File: config.mk
export PLATFORM = sky130hd
export DESIGN_NAME = m_dice_pool_sum
export DESIGN_NICKNAME = d
export VERILOG_FILES = /design/src/rtl/m_dice_pkg.sv /design/src/rtl/m_dice_pool_sum.sv
export SDC_FILE = /design/constraint.sdc
export NUM_CORES = 1
export LEC_CHECK = 0
export CAP_MARGIN = 20
export CORE_ASPECT_RATIO = 0.9
export CORE_MARGIN = 3
export CORE_UTILIZATION = 44
export DETAILED_ROUTE_END_ITERATION = 7
export PLACE_DENSITY = 0.78
export SLEW_MARGIN = 20
export SYNTH_ARGS = -nofsm -noshare
export SYNTH_HDL_FRONTEND = slang
export SYNTH_SLANG_ARGS = --single-unit
export TNS_END_PERCENT = 10
File: constraint.sdc
create_clock -name clock -period 2.05 [get_ports clock]
set_input_delay 0.41 -clock clock [delete_from_list [all_inputs] [get_ports clock]]
set_output_delay 0.41 -clock clock [all_outputs]
set_load 0.01 [all_outputs]
File: src/rtl/m_dice_pkg.sv
// Shared definitions for the dice pool requester.
// Contents: roll width, request count width, the legal die sizes, the
// requester state encoding, and two helpers: is_legal_sides() checks that a
// die size is supported, and roll_in_range() checks that a roll is 1..sides.
package m_dice_pkg;

    localparam int unsigned ROLL_W = 5;
    localparam int unsigned CNT_W  = 4;

    localparam logic [ROLL_W-1:0] SIDES_D4  = 5'd4;
    localparam logic [ROLL_W-1:0] SIDES_D6  = 5'd6;
    localparam logic [ROLL_W-1:0] SIDES_D8  = 5'd8;
    localparam logic [ROLL_W-1:0] SIDES_D10 = 5'd10;
    localparam logic [ROLL_W-1:0] SIDES_D12 = 5'd12;
    localparam logic [ROLL_W-1:0] SIDES_D20 = 5'd20;

    typedef enum logic [1:0] {
        IDLE   = 2'd0,
        SETUP  = 2'd1,
        SAMPLE = 2'd2,
        DONE   = 2'd3
    } state_e;

    // True for the die sizes the roller supports.
    function automatic logic is_legal_sides(input logic [ROLL_W-1:0] sides);
        logic ok;
        ok = 1'b0;
        case (sides)
            SIDES_D4, SIDES_D6, SIDES_D8,
            SIDES_D10, SIDES_D12, SIDES_D20: ok = 1'b1;
            default:                         ok = 1'b0;
        endcase
        return ok;
    endfunction

    // A roll is valid when it lies in 1..sides.
    function automatic logic roll_in_range(input logic [ROLL_W-1:0] roll,
                                           input logic [ROLL_W-1:0] sides);
        return (roll != '0) && (roll <= sides);
    endfunction

endpackage

File: src/rtl/m_dice_pool_sum.sv
// Dice pool requester: accepts "roll N dice of S sides", programs the roller,
// samples its result N times GAP cycles apart, and returns the total.
// Optional feature macro: DICE_MINMAX_EN (tracks smallest/largest sample).
// Ports:
//   clock, reset           rising-edge clock, async active-low reset
//   req_valid/req_ready    request handshake (req_ready decoded from IDLE)
//   req_sides, req_count   die type and number of dice
//   sides                  modulus driven to the roller
//   roll_result            roller output being sampled
//   sum_valid/sum_ready    result handshake
//   sum, err               total of samples, illegal-request/range error flag
//   roll_min, roll_max     sample extremes (0 when the feature is disabled)
module m_dice_pool_sum
    import m_dice_pkg::*;
#(
    parameter int unsigned MAX_DICE = 8,
    parameter int unsigned SUM_W    = 8,
    parameter int unsigned GAP      = 3
) (
    input  logic              clock,
    input  logic              reset,
    input  logic              req_valid,
    output logic              req_ready,
    input  logic [ROLL_W-1:0] req_sides,
    input  logic [CNT_W-1:0]  req_count,
    output logic [ROLL_W-1:0] sides,
    input  logic [ROLL_W-1:0] roll_result,
    output logic              sum_valid,
    input  logic              sum_ready,
    output logic [SUM_W-1:0]  sum,
    output logic              err,
    output logic [ROLL_W-1:0] roll_min,
    output logic [ROLL_W-1:0] roll_max
);

    localparam int unsigned GAP_W = (GAP > 1) ? $clog2(GAP) : 1;

    // Worst-case total must fit without saturation.
    if (MAX_DICE * 20 >= (64'd1 << SUM_W)) begin : g_sum_w_check
        $error("m_dice_pool_sum: SUM_W too narrow for MAX_DICE d20 rolls");
    end

    state_e             state_q, state_d;
    logic [ROLL_W-1:0]  sides_q, sides_d;
    logic [SUM_W-1:0]   sum_q, sum_d;
    logic               err_q, err_d;
    logic               sum_valid_q, sum_valid_d;
    logic               setup_q, setup_d;
    logic [GAP_W-1:0]   gap_q, gap_d;
    logic [CNT_W-1:0]   left_q, left_d;
    logic               req_legal_c;
`ifdef DICE_MINMAX_EN
    logic [ROLL_W-1:0]  min_q, min_d;
    logic [ROLL_W-1:0]  max_q, max_d;
`endif

    assign req_legal_c = is_legal_sides(req_sides) && (req_count != '0)
                         && (32'(req_count) <= MAX_DICE);

    // State and datapath registers.
    always_ff @(posedge clock or negedge reset) begin
        if (!reset) begin
            state_q     <= IDLE;
            sides_q     <= '0;
            sum_q       <= '0;
            err_q       <= 1'b0;
            sum_valid_q <= 1'b0;
            setup_q     <= 1'b0;
            gap_q       <= '0;
            left_q      <= '0;
`ifdef DICE_MINMAX_EN
            min_q       <= '0;
            max_q       <= '0;
`endif
        end else begin
            state_q     <= state_d;
            sides_q     <= sides_d;
            sum_q       <= sum_d;
            err_q       <= err_d;
            sum_valid_q <= sum_valid_d;
            setup_q     <= setup_d;
            gap_q       <= gap_d;
            left_q      <= left_d;
`ifdef DICE_MINMAX_EN
            min_q       <= min_d;
            max_q       <= max_d;
`endif
        end
    end

    // Next-state and datapath updates.
    always_comb begin
        state_d     = state_q;
        sides_d     = sides_q;
        sum_d       = sum_q;
        err_d       = err_q;
        sum_valid_d = sum_valid_q;
        setup_d     = setup_q;
        gap_d       = gap_q;
        left_d      = left_q;
`ifdef DICE_MINMAX_EN
        min_d       = min_q;
        max_d       = max_q;
`endif

        case (state_q)
            IDLE: begin
                if (req_valid) begin
                    sum_d   = '0;
                    left_d  = req_count;
                    setup_d = 1'b0;
                    if (req_legal_c) begin
                        state_d = SETUP;
                        sides_d = req_sides;
                        err_d   = 1'b0;
`ifdef DICE_MINMAX_EN
                        min_d   = '1;
                        max_d   = '0;
`endif
                    end else begin
                        state_d = DONE;
                        err_d   = 1'b1;
`ifdef DICE_MINMAX_EN
                        min_d   = '0;
                        max_d   = '0;
`endif
                    end
                end
            end

            // Two cycles so the roller output reflects the new modulus.
            SETUP: begin
                setup_d = 1'b1;
                if (setup_q) begin
                    state_d = SAMPLE;
                    gap_d   = '0;
                end
            end

            // Sample when the gap counter reaches zero, then reload it.
            SAMPLE: begin
                if (gap_q == '0) begin
                    sum_d  = sum_q + SUM_W'(roll_result);
                    if (!roll_in_range(roll_result, sides_q)) begin
                        err_d = 1'b1;
                    end
`ifdef DICE_MINMAX_EN
                    if (roll_result < min_q) min_d = roll_result;
                    if (roll_result > max_q) max_d = roll_result;
`endif
                    gap_d  = GAP_W'(GAP - 1);
                    left_d = left_q - CNT_W'(1);
                    if (left_q == CNT_W'(1)) begin
                        state_d = DONE;
                    end
                end else begin
                    gap_d = gap_q - GAP_W'(1);
                end
            end

            // Result is presented one cycle after entry and held until taken.
            DONE: begin
                if (!sum_valid_q) begin
                    sum_valid_d = 1'b1;
                end else if (sum_ready) begin
                    sum_valid_d = 1'b0;
                    sides_d     = '0;
                    state_d     = IDLE;
                end
            end

            default: state_d = IDLE;
        endcase
    end

    assign req_ready = (state_q == IDLE);
    assign sides     = sides_q;
    assign sum       = sum_q;
    assign err       = err_q;
    assign sum_valid = sum_valid_q;

`ifdef DICE_MINMAX_EN
    assign roll_min = min_q;
    assign roll_max = max_q;
`else
    assign roll_min = '0;
    assign roll_max = '0;
`endif

endmodule

==> results.md <==
- Site row count: 21
- Post-synth EDFFs: 0
- Gpl congestion: 0.841
- DP HPWL: 3.20 mm
- Initial DRC count: 53
- Fmax: 510 MHz
- Syn-to-layout area delta: 34.9%
- CTS Buf Count: 3
- Vias per cell: 5.38
- Final clock skew: 0.00970 ns
- Post-route ant nets: 0
- Total GRT Usage: 18.5%
- Fill cell count: 324
- H-tree lvl count: 1
- Syn. warnings: 0
- Setup CP Type: reg2reg
- Top Ports: 44
- Tcrit/Tclk final: 95.6%
- Inserted Diodes: 0
- Clk slew on worst S/H paths: 0.09 ns
- Post-Synth XOR/XNOR Area: 1.50%
- Antenna violations before repair: 0
- # setup viols final: 0
- Drc violations: 0
- First-pass GRT wire length: 7.01 mm
- Via Count: 1592
- Peak VDD IR: 0.779 mV
- Max Buffers Root-to-Sink: 2
- Mux cell area share after synthesis: 1.78%
- Area of the multi-input gates: 1050 um^2
- Arrival time worst endpoint: 2.16 ns
- Hold Path Class: in2async
- Synth cell types: 49
- Drt pass-1 iters: 4
- Status: complete, no violations
- Reg2Reg Setup Slack: 0.09 ns
- CTS tree: yes
- Root Driver: clkbuf_8
- Sequential Area: 601 um^2
- Die width: 72.6 um
- Crit Path Max Fanout: 10
- Post-synth top area share: 34.2%
- Share of layout cells above drive strength 1: 17.6%
- Seq/Total Area, Yosys: 34.2%
- Maxcap violations: 0
- LEAKAGE: 1.07 nW
- Primary FF master, synth: dfrtp_1
- Synth top area cells: dfrtp_1 (34%), ha_1 (13%), buf_4 (4.3%), o211ai_1 (4.3%), o21ai_0 (3.4%)
- Post-Route Setup TNS: 0 ns
- Post-Synth Simple-Gate Area: 15.9%
- Final Hold Fails: 0
- Async set-or-reset flop fraction in the synthesized netlist: 100%
- Total Wirelength: 4.16 mm
- Core area: 3780 um^2
- Gr ovfl total: 0
- DP Cell Count: 292
- Largest net degree at the start of global routing: 25
- WL/cell: 14.0 um
- Vias in the first global route: 1518
- Final Worst Setup Slack: 0.0904 ns
- Final Net Count: 289
- Clk_lat worst skew: 0.28 ns
- Post-synthesis cell area: 1760 um^2
- Critical Path End Type: flop
- Clock sinks: 24
- Synth area leader: dfrtp_1
- Die height: 65.9 um
- Shortest period the worst path allows: 1.96 ns
- Cell area power density: 1270 nW/um^2
- CP startpoint kind: flop
- Syn_area_per_cell: 9.29 um^2
- Slew Limit Fails: 0
- Worst EP required: 2.25 ns
- Worst slack at placement: -0.192 ns
- RSZ-0062 raised after global routing: false
- Synth Instances: 189
- PortBufs: 33
- Combinational family with the most area after synthesis: compound AO/OA/AOI/OAI gates
- Die area: 4780 um^2
- Synth Area in Adders: 14.0%
- Non-Filler Instances: 296
- Yosys reg bits: 24
- Initial cell density of the core: 46.4%
- Hold Buf Count CTS: 0
- Post-synthesis compound-gate area fraction: 23.6%
-- stage by stage --
step	total power, mW	utilization (%)	hold WS, ns	cell area (um^2)
global route	3.28	62.6	0.527	2370
finish	3.01	62.6	0.491	2370
CTS	3.02	62.3	0.508	2360
global placement	2.64	61.0	0.482	2310
floorplan	2.00	-	0.114	1810
detailed placement	2.69	61.0	0.490	2310
-- critical path: stages, from the launching register on --
cell and delay, ns:
dfrtp_1 0.40, inv_1 0.10, ha_4 0.20, nor2b_4 0.14, or4b_4 0.54, or3_1 0.36, a21oi_1 0.14
-- layout by cell type, fill, tap and decap left out, types with 2 or more instances in the layout --
master and count:
o211ai_1 10, o21a_1 2, inv_1 15, or4_1 3
nand4_1 7, or2_2 2, nor3_1 2, a21oi_1 10
clkdlybuf4s50_1 32, a21boi_0 2, dfrtp_1 24, buf_4 30
or3_1 2, nand3_1 2, conb_1 10, clkbuf_8 3
nand2b_1 4, nor2_1 10, a21o_1 3, nand2_1 10
a22o_1 5, mux2i_1 2, o31ai_1 3, nor4_1 2
xnor2_1 2, ha_1 16, o21ai_0 12, and2_1 2
-- final timing paths --
path | cells after the start | start | end
worst max-delay path | 6 | state_q[1]$_DFFE_PN0P_ | sum[6]$_DFFE_PN0P_
max in group asynchronous | 2 | reset | sides[0]$_DFFE_PN0P_
worst min register to register | 1 | gap_q[0]$_DFFE_PN0P_ | gap_q[0]$_DFFE_PN0P_
min in group clock | 1 | gap_q[0]$_DFFE_PN0P_ | gap_q[0]$_DFFE_PN0P_
worst min-delay path | 2 | reset | setup_q$_DFFE_PN0P_
worst max register to register | 6 | state_q[1]$_DFFE_PN0P_ | sum[6]$_DFFE_PN0P_
-- metal layers --
| layer | track usage [%] | up-vias | part of all wire (%) |
|---|---|---|---|
| met5 | 0 | - | 0 |
| met4 | 2.76 | 0 | 0.51 |
| met3 | 3.80 | 4 | 4.4 |
| met2 | 29.7 | 39 | 45 |
| met1 | 26.0 | 748 | 50 |
| li1 | - | 801 | - |
-- area by class of cell --
class                           instances  area share (%)
Sequential cell                        24            25.4
Multi-Input combinational cell        145            44.5
Clock buffer                            3            1.74
Timing Repair Buffer                   63            23.6
Tap cell                               46            2.43
Inverter                               15            2.38
-- sequential cells by signal, summed over array words and instances (netlist names) --
| signal | flops |
|---|---|
| left_q | 4 |
| err | 1 |
| setup_q | 1 |
| sum | 8 |
| state_q | 2 |
| sum_valid | 1 |
| sides | 5 |
| gap_q | 2 |
-- repair_timing --
action                     in CTS  in global routing
setup endpoints to repair       1                  2
resized for setup               0                  4
buffers inserted                1                  0
gates cloned                    0                  0
hold endpoints to repair        0                  0
-- cell families after synthesis --
| family | after synthesis |
|---|---|
| other | 1 |
| flip-flops | 24 |
| adder cells (fa/ha/maj) | 19 |
| XOR/XNOR | 3 |
| AO/OA/AOI/OAI | 59 |
| buffers and inverters | 29 |
| multiplexers | 3 |
| AND/OR/NAND/NOR | 51 |
-- where the power goes --
group	switching, mW	internal (mW)
logic	0.931	0.960
clock network	0.160	0.132
registers	0.154	0.671
total	1.25	1.76
-- cell usage after synthesis, types with 2 or more instances --
library cell   n
o21ai_0       12
nor3_1         2
nor2_1        10
o211ai_1      10
nand4_1        7
nor4_1         2
a21o_1         3
a21boi_0       2
or4_1          3
inv_1         15
a21oi_1       10
nand2_1       10
clkbuf_1       2
or2_2          2
mux2i_1        2
or3_1          2
nand3_1        2
buf_4         10
a22o_1         5
xnor2_1        2
ha_1          18
and2_1         2
o21a_1         2
o31ai_1        3
dfrtp_1       24
nand2b_1       4
Power figures use the tool's default switching activity.
